===== src/rtl/decode_ctrl_stage.sv =====
// Registered RV32 decode/control stage with load-use interlock and flush.
// Define RV32M_EN to decode multiply/divide (md_en/md_op); otherwise that encoding is illegal.
module decode_ctrl_stage #(
  parameter int XLEN         = 32,
  parameter int LOAD_USE_LAT = 1
) (
  input  logic            clk,
  input  logic            rst,
  input  logic            in_valid,
  output logic            in_ready,
  input  logic [31:0]     in_instr,
  input  logic [XLEN-1:0] in_pc,
  input  logic            flush,
  output logic            out_valid,
  input  logic            out_ready,
  output logic [XLEN-1:0] out_pc,
  output logic [XLEN-1:0] out_imm,
  output logic [4:0]      out_rs1,
  output logic [4:0]      out_rs2,
  output logic [4:0]      out_rd,
  output logic [3:0]      alu_op,
  output logic            alu_src,
  output logic            alu_pc_src,
  output logic [2:0]      branch,
  output logic            jump,
  output logic            mem_read,
  output logic            mem_write,
  output logic            reg_write,
  output logic            mem_to_reg,
  output logic            mem_unsigned,
  output logic            illegal,
  output logic [1:0]      mem_size,
  output logic            md_en,
  output logic [2:0]      md_op
);

  localparam logic [6:0] OP_R      = 7'b0110011;
  localparam logic [6:0] OP_IALU   = 7'b0010011;
  localparam logic [6:0] OP_LOAD   = 7'b0000011;
  localparam logic [6:0] OP_STORE  = 7'b0100011;
  localparam logic [6:0] OP_BRANCH = 7'b1100011;
  localparam logic [6:0] OP_JAL    = 7'b1101111;
  localparam logic [6:0] OP_JALR   = 7'b1100111;
  localparam logic [6:0] OP_LUI    = 7'b0110111;
  localparam logic [6:0] OP_AUIPC  = 7'b0010111;
  localparam logic [1:0] HZ_INIT   = 2'(LOAD_USE_LAT - 1);

  typedef struct packed {
    logic [XLEN-1:0] imm;
    logic [4:0]      rs1;
    logic [4:0]      rs2;
    logic [4:0]      rd;
    logic [3:0]      alu_op;
    logic            alu_src;
    logic            alu_pc_src;
    logic [2:0]      branch;
    logic            jump;
    logic            mem_read;
    logic            mem_write;
    logic            reg_write;
    logic            mem_to_reg;
    logic            mem_unsigned;
    logic            illegal;
    logic [1:0]      mem_size;
    logic            md_en;
    logic [2:0]      md_op;
  } ctrl_t;

  // Idle bundle: no branch (011) and word size, matching the reset image.
  function automatic ctrl_t ctrl_idle();
    ctrl_t c;
    c          = '0;
    c.branch   = 3'b011;
    c.mem_size = 2'b10;
    return c;
  endfunction

  function automatic logic reads_reg(input logic [4:0] a, input logic [4:0] b,
                                     input logic [4:0] r);
    return (r != 5'd0) && ((a == r) || (b == r));
  endfunction

  logic [6:0]  opcode;
  logic [2:0]  funct3;
  logic [6:0]  funct7;
  logic [4:0]  rs1_f, rs2_f, rd_f;
  logic [31:0] imm32;
  ctrl_t       dec, q;
  logic [4:0]  hz_rd;
  logic [1:0]  hz_cnt;
  logic        stall, accept;

  assign opcode = in_instr[6:0];
  assign rd_f   = in_instr[11:7];
  assign funct3 = in_instr[14:12];
  assign rs1_f  = in_instr[19:15];
  assign rs2_f  = in_instr[24:20];
  assign funct7 = in_instr[31:25];

  always_comb begin
    dec   = ctrl_idle();
    imm32 = '0;
    case (opcode)
      OP_R: begin
        if (funct7 == 7'b0000001) begin
`ifdef RV32M_EN
          dec.md_en     = 1'b1;
          dec.md_op     = funct3;
          dec.reg_write = 1'b1;
          dec.rs1       = rs1_f;
          dec.rs2       = rs2_f;
`else
          dec.illegal   = 1'b1;
`endif
        end else begin
          dec.reg_write = 1'b1;
          dec.alu_op    = {funct7[5], funct3};
          dec.rs1       = rs1_f;
          dec.rs2       = rs2_f;
        end
      end
      OP_IALU: begin
        dec.reg_write = 1'b1;
        dec.alu_src   = 1'b1;
        dec.rs1       = rs1_f;
        dec.alu_op    = (funct3 == 3'b001 || funct3 == 3'b101) ? {funct7[5], funct3}
                                                               : {1'b0, funct3};
        imm32         = {{20{in_instr[31]}}, in_instr[31:20]};
      end
      OP_LOAD: begin
        dec.reg_write    = 1'b1;
        dec.alu_src      = 1'b1;
        dec.mem_read     = 1'b1;
        dec.mem_to_reg   = 1'b1;
        dec.mem_unsigned = funct3[2];
        dec.mem_size     = funct3[1:0];
        dec.rs1          = rs1_f;
        imm32            = {{20{in_instr[31]}}, in_instr[31:20]};
      end
      OP_STORE: begin
        dec.alu_src   = 1'b1;
        dec.mem_write = 1'b1;
        dec.mem_size  = funct3[1:0];
        dec.rs1       = rs1_f;
        dec.rs2       = rs2_f;
        imm32         = {{20{in_instr[31]}}, in_instr[31:25], in_instr[11:7]};
      end
      OP_BRANCH: begin
        dec.branch = funct3;
        dec.alu_op = 4'b1000;
        dec.rs1    = rs1_f;
        dec.rs2    = rs2_f;
        imm32      = {{19{in_instr[31]}}, in_instr[31], in_instr[7], in_instr[30:25],
                      in_instr[11:8], 1'b0};
      end
      OP_JAL: begin
        dec.reg_write = 1'b1;
        dec.jump      = 1'b1;
        imm32         = {{11{in_instr[31]}}, in_instr[31], in_instr[19:12], in_instr[20],
                         in_instr[30:21], 1'b0};
      end
      OP_JALR: begin
        dec.reg_write = 1'b1;
        dec.alu_src   = 1'b1;
        dec.jump      = 1'b1;
        dec.rs1       = rs1_f;
        imm32         = {{20{in_instr[31]}}, in_instr[31:20]};
      end
      OP_LUI, OP_AUIPC: begin
        dec.reg_write  = 1'b1;
        dec.alu_src    = 1'b1;
        dec.alu_pc_src = (opcode == OP_AUIPC);
        imm32          = {in_instr[31:12], 12'b0};
      end
      default: dec.illegal = 1'b1;
    endcase
    dec.imm = XLEN'($signed(imm32));
    dec.rd  = dec.reg_write ? rd_f : 5'd0;
  end

  // A held load hazards on its own rd; once fired, hz_rd covers the remaining bubbles.
  assign stall = in_valid &&
                 ((out_valid && q.mem_read && reads_reg(dec.rs1, dec.rs2, q.rd)) ||
                  ((hz_cnt != 2'd0) && reads_reg(dec.rs1, dec.rs2, hz_rd)));

  assign in_ready = flush || ((!out_valid || out_ready) && !stall);
  assign accept   = in_valid && in_ready && !flush;

  always_ff @(posedge clk or posedge rst) begin
    if (rst) begin
      out_valid <= 1'b0;
      out_pc    <= '0;
      q         <= ctrl_idle();
    end else if (flush) begin
      out_valid <= 1'b0;
    end else if (accept) begin
      out_valid <= 1'b1;
      out_pc    <= in_pc;
      q         <= dec;
    end else if (out_ready) begin
      out_valid <= 1'b0;
    end
  end

  always_ff @(posedge clk or posedge rst) begin
    if (rst) begin
      hz_rd  <= 5'd0;
      hz_cnt <= 2'd0;
    end else if (flush) begin
      hz_cnt <= 2'd0;
    end else if (out_valid && out_ready && q.mem_read) begin
      hz_rd  <= q.rd;
      hz_cnt <= HZ_INIT;
    end else if (hz_cnt != 2'd0) begin
      hz_cnt <= hz_cnt - 2'd1;
    end
  end

  assign out_imm      = q.imm;
  assign out_rs1      = q.rs1;
  assign out_rs2      = q.rs2;
  assign out_rd       = q.rd;
  assign alu_op       = q.alu_op;
  assign alu_src      = q.alu_src;
  assign alu_pc_src   = q.alu_pc_src;
  assign branch       = q.branch;
  assign jump         = q.jump;
  assign mem_read     = q.mem_read;
  assign mem_write    = q.mem_write;
  assign reg_write    = q.reg_write;
  assign mem_to_reg   = q.mem_to_reg;
  assign mem_unsigned = q.mem_unsigned;
  assign illegal      = q.illegal;
  assign mem_size     = q.mem_size;
  assign md_en        = q.md_en;
  assign md_op        = q.md_op;

endmodule

===== config.mk =====
export PLATFORM = sky130hd
export DESIGN_NAME = decode_ctrl_stage
export DESIGN_NICKNAME = d
export VERILOG_FILES = /design/src/rtl/decode_ctrl_stage.sv
export SDC_FILE = /design/constraint.sdc
export NUM_CORES = 1
export LEC_CHECK = 0
export CAP_MARGIN = 30
export CORE_ASPECT_RATIO = 2
export CORE_MARGIN = 2
export CORE_UTILIZATION = 50
export DETAILED_ROUTE_END_ITERATION = 16
export GPL_TIMING_DRIVEN = 0
export PLACE_DENSITY = 0.86
export SLEW_MARGIN = 10
export SYNTH_ARGS = -nofsm -noshare
export SYNTH_HDL_FRONTEND = slang
export SYNTH_SLANG_ARGS = --single-unit
export TNS_END_PERCENT = 5

===== constraint.sdc =====
create_clock -name clk -period 10.57 [get_ports clk]
set_clock_uncertainty 0.15 [all_clocks]
set_input_delay 2.114 -clock clk [delete_from_list [all_inputs] [get_ports clk]]
set_output_delay 2.114 -clock clk [all_outputs]
set_load 0.02 [all_outputs]

==> impl_metrics.prom <==
# TYPE chip_impl_metric gauge
chip_impl_info{name="timing.critical_path.slowest_stage_cell",value="sky130_fd_sc_hd__clkdlybuf4s50_1"} 1
chip_impl_info{name="layout_commonest_cell",value="sky130_fd_sc_hd__clkdlybuf4s50_1"} 1
chip_impl_metric{name="p_leak",unit="nW"} 3.246
chip_impl_metric{name="synth-async-reset-ratio",unit="%"} 100.0
chip_impl_metric{name="globalplace.congestion",unit=""} 0.9846
chip_impl_metric{name="flow.area_growth_from_synthesis",unit="%"} 39.53
chip_impl_info{name="crit_path_frequent_cell",value="sky130_fd_sc_hd__clkdlybuf4s50_1"} 1
chip_impl_metric{name="seq_total_area_yosys",unit="%"} 48.86
chip_impl_info{name="ctsRootBufferMaster",value="sky130_fd_sc_hd__clkbuf_16"} 1
chip_impl_metric{name="worstRegToRegCells",unit=""} 10
chip_impl_info{name="critical_setup_path_kind",value="in -> out"} 1
chip_impl_metric{name="slew_viol_final",unit=""} 0
chip_impl_metric{name="antenna_left",unit=""} 0
chip_impl_metric{name="synth_cell_type_count",unit=""} 54
chip_impl_metric{name="ctsHtreeMaxLevel",unit=""} 3
chip_impl_metric{name="ctsResizeCount",unit=""} 0
chip_impl_metric{name="floorplan.initialDensity",unit="%"} 50.91
chip_impl_metric{name="min_path_cells",unit=""} 1
chip_impl_metric{name="clk_pin_slew_worst_paths",unit="ps"} 70
chip_impl_metric{name="data_arrival_critical_path",unit="ps"} 5500
chip_impl_metric{name="chip_width",unit="um"} 77.04
chip_impl_metric{name="standard_cell_core_area",unit="um2"} 10480
chip_impl_metric{name="summed_area_of_non_filler_cells_in_the_final_layout",unit="um2"} 7442
chip_impl_metric{name="rows",unit=""} 53
chip_impl_info{name="critical_path.endpoint_type",value="output pin"} 1
chip_impl_metric{name="worst_path_largest_cell_delay",unit="ps"} 540
chip_impl_info{name="cts_tree",value="built"} 1
chip_impl_metric{name="number_of_buffers_between_clock_root_and_the_deepest_sink",unit=""} 2
chip_impl_metric{name="post-dp-hpwl",unit="um"} 12180
chip_impl_metric{name="routed-via-count",unit=""} 4482
chip_impl_metric{name="synth_enable_flop_cells",unit=""} 0
chip_impl_metric{name="min_period",unit="ps"} 7769
chip_impl_metric{name="final_clock_period_utilization_by_the_worst_path",unit="%"} 73.50
chip_impl_metric{name="worst_pin_slew",unit="ps"} 687.9
chip_impl_metric{name="cts-hold-fix-buffers",unit=""} 0
chip_impl_info{name="timing.critical_path.cells",value="clkdlybuf4s50_1 -> nand4bb_1 -> a211oi_2 -> or2_1 -> buf_2 -> a32oi_1 -> nor4_1 -> nor4_2 -> nand2b_1 -> a21o_1 -> clkdlybuf4s50_1"} 1
chip_impl_metric{name="synth-seq-cells",unit=""} 104
chip_impl_metric{name="drt-wirelength-per-cell",unit="um"} 19.69
chip_impl_metric{name="routed_via_density",unit=""} 5.568
chip_impl_metric{name="setup_viol",unit=""} 0
chip_impl_metric{name="floorplan.die.height",unit="um"} 150.1
chip_impl_metric{name="max_clock_freq",unit="MHz"} 128.7
chip_impl_metric{name="post-route-util",unit="%"} 71.03
chip_impl_metric{name="first_pass_grt_wire_length",unit="um"} 24420
chip_impl_metric{name="cp_data_required_time",unit="ps"} 8310
chip_impl_metric{name="power_per_cell_area",unit="nW/um2"} 139.8
chip_impl_metric{name="timing.critical_path.fanout_max",unit=""} 8
chip_impl_metric{name="placed_cell_area",unit="um2"} 7118
chip_impl_metric{name="cts-buffers-inserted",unit=""} 9
chip_impl_metric{name="synthesis.instances",unit=""} 491
chip_impl_metric{name="grt_start_max_net_pins",unit=""} 54
chip_impl_metric{name="n_fill_cell",unit=""} 817
chip_impl_info{name="commonest_cells_after_routing_fill_and_taps_aside",value="157 x sky130_fd_sc_hd__clkdlybuf4s50_1, 101 x sky130_fd_sc_hd__dfrtp_1, 51 x sky130_fd_sc_hd__mux2_1, 49 x sky130_fd_sc_hd__inv_1, 46 x sky130_fd_sc_hd__mux2i_1"} 1
chip_impl_metric{name="drc",unit=""} 0
chip_impl_metric{name="drt_pre_antenna_iters",unit=""} 5
chip_impl_metric{name="max_cap_violations",unit=""} 0
chip_impl_metric{name="finalPower",unit="mW"} 1.040
chip_impl_metric{name="clock_latency",unit="ps"} 350
chip_impl_info{name="startpoint_type",value="primary input"} 1
chip_impl_info{name="grt_setup_unrepaired",value="no"} 1
chip_impl_metric{name="post-cts-setup-buffers",unit=""} 0
chip_impl_info{name="outcome",value="finished, final reports clean"} 1
chip_impl_metric{name="setup_total_negative_slack",unit="ps"} 0
chip_impl_metric{name="wirelength",unit="um"} 15850
chip_impl_metric{name="grt_antenna_before_repair",unit=""} 0
chip_impl_info{name="synthFlopType",value="sky130_fd_sc_hd__dfrtp_1"} 1
chip_impl_metric{name="detailedRoute.firstIterationViolations",unit=""} 220
chip_impl_metric{name="layout.nets",unit=""} 733
chip_impl_metric{name="grt_overflow_total",unit=""} 0
chip_impl_metric{name="global_route.usage.total",unit="%"} 27.76
chip_impl_metric{name="antenna_cells_inserted",unit=""} 0
chip_impl_metric{name="final-hold-violation-count",unit=""} 0
chip_impl_metric{name="synthesis.yosys.warnings",unit=""} 0
chip_impl_metric{name="relSlewSlack",unit="%"} 54.14
chip_impl_metric{name="vdd_drop_max",unit="V"} 0.00009742
chip_impl_info{name="worstHoldPathType",value="reg -> reg"} 1
chip_impl_metric{name="die_area",unit="um2"} 11560
chip_impl_metric{name="first_global_vias",unit=""} 4673
chip_impl_metric{name="netlist_area",unit="um2"} 5334
chip_impl_metric{name="fin_hold_ws",unit="ps"} 340.1
chip_impl_metric{name="clock_sink_count",unit=""} 104
chip_impl_metric{name="floorplan.io_pins",unit=""} 172
chip_impl_metric{name="mapped_avg_cell_area",unit="um2"} 10.86
chip_impl_metric{name="portBuffers",unit=""} 157
chip_impl_metric{name="post_route_cells_drive_above_1_share",unit="%"} 7.635
-- where the power goes --
part | switching, mW | total, mW | internal [mW]
registers | 0.0186 | 0.448 | 0.430
logic | 0.116 | 0.228 | 0.112
clock network | 0.148 | 0.363 | 0.215
-- worst max-delay path, delay by kind of cell --
family | cells | cell delay [ps]
AO/OA/AOI/OAI | 3 | 790
buffers and inverters | 3 | 1270
AND/OR/NAND/NOR | 5 | 1320
-- final timing paths --
| path | slack [ps] | start | to |
|---|---|---|---|
| max | 2800 | in_instr[2] | in_ready |
| max reg2reg | 7480 | out_rd[4]$_DFFE_PP0P_ | jump$_DFFE_PP0P_ |
| min | 340 | out_pc[1]$_DFFE_PP0P_ | out_pc[1]$_DFFE_PP0P_ |
| min in group asynchronous | 2080 | rst | out_pc[12]$_DFFE_PP0P_ |
| min reg2reg | 340 | out_pc[1]$_DFFE_PP0P_ | out_pc[1]$_DFFE_PP0P_ |
| max in group asynchronous | 7440 | rst | mem_size[1]$_DFFE_PP1P_ |
-- state kept, by name (all words and copies together), names as in the netlist, 2 cells and up --
signal    count
branch        3
out_rd        5
alu_op        4
hz_rd         5
mem_size      2
out_imm      32
out_rs2       5
hz_cnt        2
out_pc       32
out_rs1       5
-- per-stage QoR --
| step | instances | setup WS [ps] |
|---|---|---|
| floorplan | 494 | 4402 |
| CTS | 805 | 2903 |
| detailed placement | 789 | 2936 |
| global placement | 788 | 2986 |
| finish | 805 | 2801 |
| global route | 805 | 2802 |
-- metal layers --
layer	track usage, %	vias up	part of all wire (%)
li1	-	2026	-
met1	27.85	2209	34
met2	52.15	192	56
met3	4.765	55	5.0
met4	17.41	0	5.0
met5	0	-	0
-- kinds of logic after synthesis --
| logic type | synth area share (%) |
|---|---|
| AO/OA/AOI/OAI | 9.477 |
| XOR/XNOR | 1.806 |
| adder cells (fa/ha/maj) | 0.2345 |
| buffers and inverters | 8.586 |
| flip-flops | 48.86 |
| multiplexers | 19.61 |
| other | 0.07031 |
| AND/OR/NAND/NOR | 11.35 |
-- cell usage after synthesis (4+ instances only) --
cell type                  count  share of area (%)
sky130_fd_sc_hd__a21oi_1      22                2.1
sky130_fd_sc_hd__a22o_1        5               0.82
sky130_fd_sc_hd__a22oi_1       4               0.56
sky130_fd_sc_hd__a32oi_1       4               0.66
sky130_fd_sc_hd__buf_1         7               0.49
sky130_fd_sc_hd__buf_4         8                1.1
sky130_fd_sc_hd__buf_6        11                2.3
sky130_fd_sc_hd__clkbuf_1     12               0.84
sky130_fd_sc_hd__dfrtp_1     101                 47
sky130_fd_sc_hd__inv_1        50                3.5
sky130_fd_sc_hd__mux2_1       51                 11
sky130_fd_sc_hd__mux2i_1      46                8.6
sky130_fd_sc_hd__nand2_1      33                2.3
sky130_fd_sc_hd__nand2b_1      5               0.59
sky130_fd_sc_hd__nand3_1      17                1.6
sky130_fd_sc_hd__nand3b_1      8                1.1
sky130_fd_sc_hd__nor2_1       13               0.91
sky130_fd_sc_hd__nor2b_1       4               0.47
sky130_fd_sc_hd__nor3_1        4               0.38
sky130_fd_sc_hd__nor4_1        4               0.47
sky130_fd_sc_hd__o211ai_1      5               0.70
sky130_fd_sc_hd__o21ai_0      13                1.2
sky130_fd_sc_hd__o22ai_1       5               0.59
sky130_fd_sc_hd__xnor2_1      10                1.6
-- area by class of cell --
class / instances / area [um2] / area share, %
timing repair buffer: 158 / 1599 / 21.49
inverter: 50 / 190.2 / 2.555
clock buffer: 12 / 246.5 / 3.312
tap: 137 / 171.4 / 2.303
clock inverter: 4 / 77.57 / 1.042
buffer: 41 / 270.3 / 3.631
multi-input combinational: 299 / 2281 / 30.65
sequential: 104 / 2606 / 35.02
Power figures use the tool's default switching activity.
